<file path="config.mk">
export PLATFORM = sky130hd
export DESIGN_NAME = spi_slave_core
export DESIGN_NICKNAME = d
export VERILOG_FILES = /design/src/rtl/spi_pkg.sv /design/src/rtl/spi_sync_edge_detect.sv /design/src/rtl/spi_slave_core.sv
export SDC_FILE = /design/constraint.sdc
export NUM_CORES = 1
export LEC_CHECK = 0
export CAP_MARGIN = 20
export CORE_ASPECT_RATIO = 0.9
export CORE_MARGIN = 2
export CORE_UTILIZATION = 55
export CTS_CLUSTER_DIAMETER = 120
export DETAILED_ROUTE_END_ITERATION = 6
export MAX_ROUTING_LAYER = met4
export PLACE_DENSITY = 0.8
export SETUP_SLACK_MARGIN = 0.1
export SLEW_MARGIN = 5
export SYNTH_ARGS = -nofsm -noshare
export SYNTH_HDL_FRONTEND = slang
export SYNTH_SLANG_ARGS = --single-unit
</file>
<file path="constraint.sdc">
create_clock -name i_clk -period 4.48 [get_ports i_clk]
set_input_delay 1.12 -clock i_clk [delete_from_list [all_inputs] [get_ports i_clk]]
set_output_delay 1.12 -clock i_clk [all_outputs]
set_load 0.02 [all_outputs]
</file>
<file path="src/rtl/spi_pkg.sv">
`default_nettype none
// ============================================================================
// Module   : spi_pkg
// Brief    : Shared SPI types, default word width and CPOL/CPHA strobe mapping.
// Revision : 1.0
// ============================================================================
package spi_pkg;

    localparam int DEFAULT_DATA_WIDTH = 8;

    typedef enum logic [0:0] {
        IDLE   = 1'b0,
        ACTIVE = 1'b1
    } spi_state_t;

    typedef struct packed {
        logic sample;
        logic setup;
    } spi_strobes_t;

    // Leading edge is rising for CPOL=0, falling for CPOL=1; CPHA selects which
    // of leading/trailing samples, the other edge launches the next bit.
    function automatic spi_strobes_t spi_strobes(
        input logic cpol,
        input logic cpha,
        input logic rise,
        input logic fall
    );
        spi_strobes_t s;
        logic         lead;
        logic         trail;
        lead     = cpol ? fall : rise;
        trail    = cpol ? rise : fall;
        s.sample = cpha ? trail : lead;
        s.setup  = cpha ? lead  : trail;
        return s;
    endfunction

endpackage
`default_nettype wire

</file>
<file path="src/rtl/spi_sync_edge_detect.sv">
`default_nettype none
// ============================================================================
// Module   : spi_sync_edge_detect
// Brief    : Multi-flop pin synchroniser with single-cycle rise/fall strobes.
// Revision : 1.0
// ============================================================================
module spi_sync_edge_detect #(
    parameter int SYNC_STAGES = 2
) (
    input  logic i_clk,
    input  logic i_reset,
    input  logic i_async,
    output logic o_rise,
    output logic o_fall
);

    logic [SYNC_STAGES-1:0] r_sync;
    logic                   r_prev;
    logic                   w_sync;

    assign w_sync = r_sync[SYNC_STAGES-1];

    // The chain and edge history keep tracking the pin through reset so that a
    // level held across reset never looks like a fresh edge afterwards.
    always_ff @(posedge i_clk) begin
        r_sync <= {r_sync[SYNC_STAGES-2:0], i_async};
        r_prev <= w_sync;
    end

    assign o_rise = w_sync & ~r_prev & ~i_reset;
    assign o_fall = ~w_sync & r_prev & ~i_reset;

endmodule
`default_nettype wire

</file>
<file path="src/rtl/spi_slave_core.sv">
`default_nettype none
// ============================================================================
// Module   : spi_slave_core
// Brief    : SPI slave engine: pin sync, mode strobes, full-duplex shifting.
// Revision : 1.0
// ============================================================================
module spi_slave_core
    import spi_pkg::*;
#(
    parameter int DATA_WIDTH  = DEFAULT_DATA_WIDTH,
    parameter int SYNC_STAGES = 2
) (
    input  logic                  i_clk,
    input  logic                  i_reset,
    input  logic                  i_cpol,
    input  logic                  i_cpha,
    input  logic                  i_sclk,
    input  logic                  i_ss_n,
    input  logic                  i_mosi,
    output logic                  o_miso,
    output logic                  o_miso_oe,
    input  logic [DATA_WIDTH-1:0] i_tx_data,
    input  logic                  i_tx_valid,
    output logic                  o_tx_ready,
    output logic [DATA_WIDTH-1:0] o_rx_data,
    output logic                  o_rx_valid,
    output logic                  o_rx_overrun,
    output logic                  o_busy
);

    localparam int                 c_CNT_W    = $clog2(DATA_WIDTH);
    localparam logic [c_CNT_W-1:0] c_LAST_BIT = c_CNT_W'(DATA_WIDTH - 1);

    logic w_sclk_rise, w_sclk_fall, w_ss_rise, w_ss_fall;
    logic [SYNC_STAGES-1:0] r_mosi_sync;
    logic                   w_mosi;
    spi_strobes_t           w_strb;
    spi_state_t             r_state, w_next_state;
    logic                   w_enter, w_exit, w_active, w_word_done, w_reload, w_tx_accept;
    logic [DATA_WIDTH-1:0]  w_load_word, w_rx_next;
    logic [DATA_WIDTH-1:0]  r_tx_hold, r_tx_shift, r_rx_shift, r_rx_data;
    logic [c_CNT_W-1:0]     r_bit_cnt;
    logic                   r_hold_full, r_underrun, r_skip_setup;
    logic                   r_miso, r_rx_valid, r_rx_overrun;

    spi_sync_edge_detect #(.SYNC_STAGES(SYNC_STAGES)) u_sclk_sync (
        .i_clk(i_clk), .i_reset(i_reset), .i_async(i_sclk),
        .o_rise(w_sclk_rise), .o_fall(w_sclk_fall)
    );

    spi_sync_edge_detect #(.SYNC_STAGES(SYNC_STAGES)) u_ss_sync (
        .i_clk(i_clk), .i_reset(i_reset), .i_async(i_ss_n),
        .o_rise(w_ss_rise), .o_fall(w_ss_fall)
    );

    always_ff @(posedge i_clk) begin
        r_mosi_sync <= {r_mosi_sync[SYNC_STAGES-2:0], i_mosi};
    end

    assign w_mosi = r_mosi_sync[SYNC_STAGES-1];
    assign w_strb = spi_strobes(i_cpol, i_cpha, w_sclk_rise, w_sclk_fall);

    always_ff @(posedge i_clk) begin
        if (i_reset) r_state <= IDLE;
        else         r_state <= w_next_state;
    end

    always_comb begin
        w_next_state = r_state;
        w_enter      = 1'b0;
        w_exit       = 1'b0;
        case (r_state)
            IDLE:    if (w_ss_fall) begin w_next_state = ACTIVE; w_enter = 1'b1; end
            ACTIVE:  if (w_ss_rise) begin w_next_state = IDLE;   w_exit  = 1'b1; end
            default: w_next_state = IDLE;
        endcase
    end

    assign w_active    = (r_state == ACTIVE) && !w_exit;
    assign w_word_done = w_active && w_strb.sample && (r_bit_cnt == c_LAST_BIT);
    assign w_reload    = w_enter || w_word_done;
    assign w_load_word = r_hold_full ? r_tx_hold : '1;
    assign w_rx_next   = {r_rx_shift[DATA_WIDTH-2:0], w_mosi};
    assign w_tx_accept = i_tx_valid && !r_hold_full;

    // Holding register: a write can only land while empty, so it never races
    // the reload, which drains whatever was held before this cycle.
    always_ff @(posedge i_clk) begin
        if (i_reset) begin
            r_tx_hold   <= '0;
            r_hold_full <= 1'b0;
        end else if (w_tx_accept) begin
            r_tx_hold   <= i_tx_data;
            r_hold_full <= 1'b1;
        end else if (w_reload && r_hold_full) begin
            r_hold_full <= 1'b0;
        end
    end

    always_ff @(posedge i_clk) begin
        if (i_reset) begin
            r_tx_shift   <= '0;
            r_rx_shift   <= '0;
            r_rx_data    <= '0;
            r_bit_cnt    <= '0;
            r_underrun   <= 1'b0;
            r_skip_setup <= 1'b0;
            r_miso       <= 1'b0;
            r_rx_valid   <= 1'b0;
            r_rx_overrun <= 1'b0;
        end else begin
            r_rx_valid   <= 1'b0;
            r_rx_overrun <= 1'b0;
            // CPHA=0 presents the MSB at load time; CPHA=1 waits for the first setup edge.
            if (w_reload) begin
                r_underrun <= !r_hold_full;
                if (!i_cpha) begin
                    r_tx_shift <= {w_load_word[DATA_WIDTH-2:0], 1'b0};
                    r_miso     <= w_load_word[DATA_WIDTH-1];
                end else begin
                    r_tx_shift <= w_load_word;
                end
            end
            if (w_enter) begin
                r_bit_cnt    <= '0;
                r_skip_setup <= 1'b0;
            end else if (w_exit) begin
                r_bit_cnt    <= '0;
            end else if (w_active && w_strb.sample) begin
                r_rx_shift <= w_rx_next;
                if (r_bit_cnt == c_LAST_BIT) begin
                    r_bit_cnt    <= '0;
                    r_rx_data    <= w_rx_next;
                    r_rx_valid   <= 1'b1;
                    r_rx_overrun <= r_underrun;
                    r_skip_setup <= !i_cpha;
                end else begin
                    r_bit_cnt <= r_bit_cnt + 1'b1;
                end
            end else if (w_active && w_strb.setup) begin
                if (r_skip_setup) begin
                    r_skip_setup <= 1'b0;
                end else begin
                    r_miso     <= r_tx_shift[DATA_WIDTH-1];
                    r_tx_shift <= {r_tx_shift[DATA_WIDTH-2:0], 1'b0};
                end
            end
        end
    end

    assign o_miso       = r_miso;
    assign o_miso_oe    = (r_state == ACTIVE);
    assign o_busy       = (r_state == ACTIVE);
    assign o_tx_ready   = !r_hold_full;
    assign o_rx_data    = r_rx_data;
    assign o_rx_valid   = r_rx_valid;
    assign o_rx_overrun = r_rx_overrun;

endmodule
`default_nettype wire

</file>
==> results of run 1 <==
==> per-layer routing <==
| metal | GRT usage | vias to the layer above | wire length [um] |
|---|---|---|---|
| li1 | - | 750 | - |
| met1 | 0.265 | 685 | 1790 |
| met2 | 0.315 | 45 | 1730 |
| met3 | 0.0567 | 8 | 208 |
| met4 | 0.0857 | 0 | 72 |
| met5 | - | - | 0 |
==> worst register-to-register path, cell delays in order (launching register included) <==
cell and delay, ps:
dfxtp_1 360, ha_1 150, ha_1 250, nand4b_1 220, a31oi_4 570, nor4b_2 420
o31ai_2 90
==> logic make-up (layout without fill, tap and decap cells) <==
| group | after synthesis | in the layout |
|---|---|---|
| adder cells (fa/ha/maj) | 2 | 2 |
| flip-flops | 49 | 49 |
| buffers and inverters | 16 | 41 |
| multiplexers | 27 | 27 |
| AND/OR/NAND/NOR | 69 | 69 |
| AO/OA/AOI/OAI | 39 | 39 |
| XOR/XNOR | 3 | 3 |
==> final timing paths <==
check / startpoint / end / cells after the start
max: i_cpha / o_miso / 6
max reg2reg: r_bit_cnt[0] / o_miso / 6
min reg2reg: u_ss_sync.r_sync[0] / u_ss_sync.r_sync[1] / 0
min: u_ss_sync.r_sync[0] / u_ss_sync.r_sync[1] / 0
==> layout make-up <==
type	instances	area (sq um)
timing repair buffer	31	305
inverter	3	11.3
clock inverter	2	38.8
multi-input combinational	140	957
fill	277	1040
sequential	49	981
clock buffer	5	68.8
tap	44	55.1
==> per-stage QoR <==
| step | total power [W] | hold WS, ps | instance area (sq um) | worst slack (ps) | instances |
|---|---|---|---|---|---|
| floorplan | 0.000536 | 310 | 2030 | 2100 | 205 |
| global placement | 0.000560 | 311 | 2310 | 912 | 267 |
| detailed placement | 0.000565 | 317 | 2310 | 774 | 267 |
| CTS | 0.000865 | 337 | 2420 | 1080 | 274 |
| global route | 0.000896 | 341 | 2420 | 865 | 274 |
| finish | 0.000861 | 334 | 2420 | 1050 | 274 |
==> flip-flops by register name, indices dropped and copies added, names as in the netlist <==
register            flops
r_mosi_sync             2
u_sclk_sync.r_sync      2
u_ss_sync.r_prev        1
r_skip_setup            1
u_sclk_sync.r_prev      1
o_rx_data               8
r_bit_cnt               3
r_hold_full             1
r_underrun              1
u_ss_sync.r_sync        2
o_rx_valid              1
r_tx_hold               8
r_tx_shift              8
o_rx_overrun            1
o_busy                  1
r_rx_shift              7
o_miso                  1
==> cells in the final DEF (no fill, tap or decap), types with 2 or more instances in the layout <==
cell,Yosys,final
ha_1,2,2
nand2_1,26,26
clkdlybuf4s50_1,0,29
o21ai_0,3,3
mux2i_1,27,27
nor2b_1,3,3
nor2_1,28,28
nand2b_1,3,3
a21oi_2,2,2
clkbuf_8,0,5
dfxtp_1,49,49
a21oi_1,10,10
a31o_1,7,7
inv_1,3,3
nor3_2,2,3
buf_4,2,2
o21ai_1,7,7
==> power groups by stage <==
stage | clock network, W | registers, W | logic, W
finish | 0.000305 | 0.000466 | 0.0000894
global route | 0.000330 | 0.000469 | 0.0000979
detailed placement | 0 | 0.000476 | 0.0000889
global placement | 0 | 0.000475 | 0.0000846
floorplan | 0 | 0.000472 | 0.0000639
CTS | 0.000310 | 0.000466 | 0.0000895
==> flow_metrics.tcl, run 1 <==
set metrics [dict create \
    outcome "completed" \
    synth_top_family_by_area "simple AND/OR/NAND/NOR gates" \
    sw_frac_of_total 0.234 \
    area_growth_pct 19.3 \
    tritoncts "done" \
    drive_above_1_share 0.0957 \
    fp-row-count 20 \
    cpPeakStageDelay_ps 780 \
    antenna_cells_inserted 0 \
    detailed_place_hpwl_mm 2.79 \
    yosys.area_share.xor_xnor 0.0204 \
    yosysMostFrequentCell "dfxtp_1" \
    seqPwrFrac 0.542 \
    switching_power_w 0.000201 \
    synth_ff_type "dfxtp_1" \
    setup.worst_path.end_class "flip-flop" \
    die_w_um 68.0 \
    dieArea_sq_mm 0.00419 \
    ir_drop_uv 218 \
    internal-power_w 0.000660 \
    setup_viol 0 \
    critical-path-top-delay-family "buffers and inverters" \
    power.share.combinational 0.104 \
    drt-total-wl_mm 3.80 \
    placeableCoreArea_sq_mm 0.00345 \
    design.portCount 30 \
    post_synth_mux_area_share 0.133 \
    grt_overflow_total 0 \
    hold_viol 0 \
    adder_cell_fraction_of_synth_area 0.0124 \
    detailroute.via_count 1488 \
    cts-buffers-inserted 5 \
    final.setup.tns_ps 0 \
    gp_routability_congestion 0.879 \
    clockPowerShare 0.355 \
    post_synth_instance_area_sq_mm 0.00203 \
    fin_util 0.700 \
    min-delay-path-class "reg2reg" \
    worst_slew_pin_slew_ps 776 \
    crit_required_ps 4650 \
    synthesized_flop_and_latch_total 49 \
    gr-usage-all-layers 0.208 \
    cts_hold_repair.buffers 0 \
    cap_violations 0 \
    cts.clk_slew.worst_paths_ps 80 \
    design.final.nets 248 \
    synth_compound_area_frac 0.140 \
    number_of_drc_markers_after_the_initial_detailed_route_iteration 88 \
    post_drt_via_cell_ratio 5.43 \
    initial_core_utilization 0.587 \
    routed_wire_length_per_instance_um 13.9 \
    crit_path_cell_trace "clkdlybuf4s50_1, xnor2_2, nand4b_1, a31oi_4, nor4b_2, o31ai_2" \
    drt-pass1-iter-count 4 \
    power.leakage_nw 0.881 \
    syn_inst 205 \
    cts_max_level 2 \
    postSynthAreaPerCell_sq_um 9.88 \
    buffering_stage_count_on_the_worst_path_with_inverters_included 1 \
    fmax_mhz 292 \
    cts.repair_timing.setup_buffer_count 0 \
    clockRootBuffer "clkbuf_8" \
    mapped_nets 223 \
    grt_pass1_vias 1341 \
    relSlewSlack 0.481 \
    clock_sinks 49 \
    port-buffer-count 29 \
    post_synth_and_or_nand_nor_area_fraction 0.164 \
    yosys.area.top_type_share 0.484 \
    clk-insertion-delay-late_ps 300 \
    final-max-slew-violation-count 0 \
    grt_antenna_before_repair 0 \
    drt.antenna.violating_nets 0 \
    grt_pass1_wl_mm 6.19 \
    worstPathArrival_ps 3600 \
    grt_max_degree 23 \
    fin_worst_skew_ps 5.74 \
    post_synth_main_area_contributors "dfxtp_1 (48%), mux2i_1 (13%), nor2_1 (5.2%)" \
    remaining_drc_errors 0 \
    chipHeight_um 61.6 \
    ys.warnings.count 0 \
    r2r_setup_slack_ps 2300 \
    synth_edf_count 0 \
    cp_slowest_cell "clkdlybuf4s50_1" \
    post_synthesis_sequential_area_ratio 0.484 \
    synthArstFlopShare 0 \
    startpoint_type "input pin" \
    yosys.cell_types.count 38 \
    clk_path_buf_depth 2 \
    synth_area_leader_cell "dfxtp_1" \
    final.period_utilization 0.765 \
    period_minus_slack_ps 3430 \
    timing.setup.critical_path_class "in2reg" \
    power_density_mw_per_mm2 356 \
    number_of_resized_instances_in_the_post_cts_repair_step 0 \
    yosys-top-cells-count "dfxtp_1 (49), nor2_1 (28), mux2i_1 (27), nand2_1 (26), a21oi_1 (10)" \
    rsz0062_at_grt "false" \
    critPathMaxFanout 21 \
]
(Power assumes the default switching activity.)
==> run 2: changes to the inputs <==
--- a/config.mk
+++ b/config.mk
@@ -8,11 +8,11 @@
 export CAP_MARGIN = 20
 export CORE_ASPECT_RATIO = 0.9
 export CORE_MARGIN = 2
-export CORE_UTILIZATION = 55
+export CORE_UTILIZATION = 48
 export CTS_CLUSTER_DIAMETER = 120
 export DETAILED_ROUTE_END_ITERATION = 6
 export MAX_ROUTING_LAYER = met4
-export PLACE_DENSITY = 0.8
+export PLACE_DENSITY = 0.74
 export SETUP_SLACK_MARGIN = 0.1
 export SLEW_MARGIN = 5
 export SYNTH_ARGS = -nofsm -noshare
==> constraint.sdc (replaced) <==
create_clock -name i_clk -period 2.8 [get_ports i_clk]
set_input_delay 0.7 -clock i_clk [delete_from_list [all_inputs] [get_ports i_clk]]
set_output_delay 0.7 -clock i_clk [all_outputs]
set_load 0.02 [all_outputs]
==> flow_metrics.tcl, run 2 (synthesis results as in run 1) <==
set metrics [dict create \
    outcome "completed" \
    layout_common_cells "dfxtp_1 (49), clkdlybuf4s50_1 (29), nor2_1 (28)" \
    port-buffer-count 29 \
    final.fill_count 356 \
    chipHeight_um 65.6 \
    worstPathArrival_ps 1670 \
    setup_viol 0 \
    placeableCoreArea_sq_mm 0.00407 \
    grt_pass1_wl_mm 6.31 \
    ff2ff_path_depth 7 \
    multi_input_area_sq_um 952 \
    cts.clk_slew.worst_paths_ps 90 \
    cts-buffers-inserted 5 \
    fin_worst_skew_ps 3.67 \
    cp_slowest_cell "clkdlybuf4s50_1" \
    drt-total-wl_mm 3.69 \
    clk-insertion-delay-late_ps 310 \
    die_w_um 72.5 \
    detailedPlace.worstSlack_ps 247 \
    dieArea_sq_mm 0.00476 \
    gp_routability_congestion 0.825 \
    grt_antenna_before_repair 0 \
    remaining_drc_errors 0 \
    regArea_sq_um 981 \
    gr-usage-all-layers 0.181 \
    design.portCount 30 \
    startpoint_type "flip-flop" \
    clockRootBuffer "clkbuf_8" \
    tritoncts "done" \
    cts.repair_timing.setup_buffer_count 0 \
    r2r_setup_slack_ps 970 \
    cts_max_level 2 \
    fmax_mhz 422 \
    critical-path-top-delay-family "buffers and inverters" \
    number_of_resized_instances_in_the_post_cts_repair_step 0 \
    power.leakage_nw 0.897 \
    fp-row-count 22 \
    period_minus_slack_ps 2370 \
    post_drt_via_cell_ratio 5.12 \
    area_growth_pct 20.4 \
    critical_path_cell_count 2 \
    cap_violations 0 \
    timing.setup.critical_path_class "reg2out" \
    layout_commonest_cell "dfxtp_1" \
    initial_core_utilization 0.497 \
    worst_hold_path.num_cells 0 \
    detailed_place_hpwl_mm 2.59 \
    number_of_drc_markers_after_the_initial_detailed_route_iteration 70 \
    routed_wire_length_per_instance_um 13.0 \
    setup.worst_path.end_class "output port" \
    worst_slew_pin_slew_ps 567 \
    antenna_cells_inserted 0 \
    ir_drop_uv 268 \
    detailroute.via_count 1454 \
    relSlewSlack 0.621 \
    rsz0062_at_grt "false" \
    cpPeakStageDelay_ps 580 \
    final.setup.tns_ps 0 \
    power_density_mw_per_mm2 532 \
    drive_above_1_share 0.114 \
    clock_sinks 49 \
    min-delay-path-class "reg2reg" \
    cts_hold_repair.buffers 0 \
    crit_required_ps 2100 \
    grt_overflow_total 0 \
    hold_viol 0 \
    fin_ws_ps 429 \
    grt_max_degree 25 \
    final.period_utilization 0.847 \
    drt-pass1-iter-count 4 \
    final-max-slew-violation-count 0 \
    drt.antenna.violating_nets 0 \
    design.final.nets 254 \
    crit_path_cell_trace "inv_1, clkdlybuf4s50_1" \
    buffering_stage_count_on_the_worst_path_with_inverters_included 2 \
    clk_path_buf_depth 2 \
    critPathMaxFanout 10 \
    grt_pass1_vias 1423 \
]
## run 2: cell count changes in the layout (fill, tap and decap cells not counted)
| cell | previous run | this run |
|---|---|---|
| clkinv_4 | 0 | 1 |
| nor3_1 | 1 | 2 |
| inv_6 | 1 | 0 |
| bufinv_16 | 1 | 0 |
| buf_4 | 2 | 8 |
| clkinvlp_4 | 0 | 1 |
| nor3_2 | 3 | 2 |
## run 2: per-layer routing
| layer | track usage | vias up | wire length (um) |
|---|---|---|---|
| met4 | 0.109 | 0 | 90 |
| met5 | - | - | 0 |
| li1 | - | 756 | - |
| met3 | 0.0506 | 7 | 135 |
| met1 | 0.217 | 664 | 1850 |
| met2 | 0.269 | 27 | 1610 |
## run 2: power breakdown
| part | internal (W) | switching (W) | total (W) |
|---|---|---|---|
| clock network | 0.000172 | 0.000236 | 0.000409 |
| logic | 0.0000710 | 0.0000741 | 0.000145 |
| registers | 0.000724 | 0.0000209 | 0.000745 |
| total | 0.000968 | 0.000331 | 0.00130 |
## run 2: final cells by class
cell class / instances / area share
flip-flops and latches: 49 / 0.402
multi-input cells: 140 / 0.390
repair buffers: 37 / 0.144
clock buffers: 5 / 0.0282
well taps: 48 / 0.0246
clock inverters: 2 / 0.00667
inverters: 3 / 0.00462
## run 2: worst paths after layout
path / start / to
worst max-delay path: r_hold_full / o_tx_ready
worst min-delay path: u_ss_sync.r_sync[0] / u_ss_sync.r_sync[1]
worst max register to register: r_bit_cnt[0] / r_tx_shift[0]
worst min register to register: u_ss_sync.r_sync[0] / u_ss_sync.r_sync[1]
## run 2: per-stage QoR
step | hold WS, ps | area, sq um | instances | util | total power (W)
floorplan | 310 | 2030 | 205 | - | 0.000858
global placement | 312 | 2350 | 277 | 0.578 | 0.000904
detailed placement | 314 | 2350 | 277 | 0.578 | 0.000907
CTS | 335 | 2440 | 284 | 0.599 | 0.00132
global route | 342 | 2440 | 284 | 0.599 | 0.00136
finish | 332 | 2440 | 284 | 0.599 | 0.00130
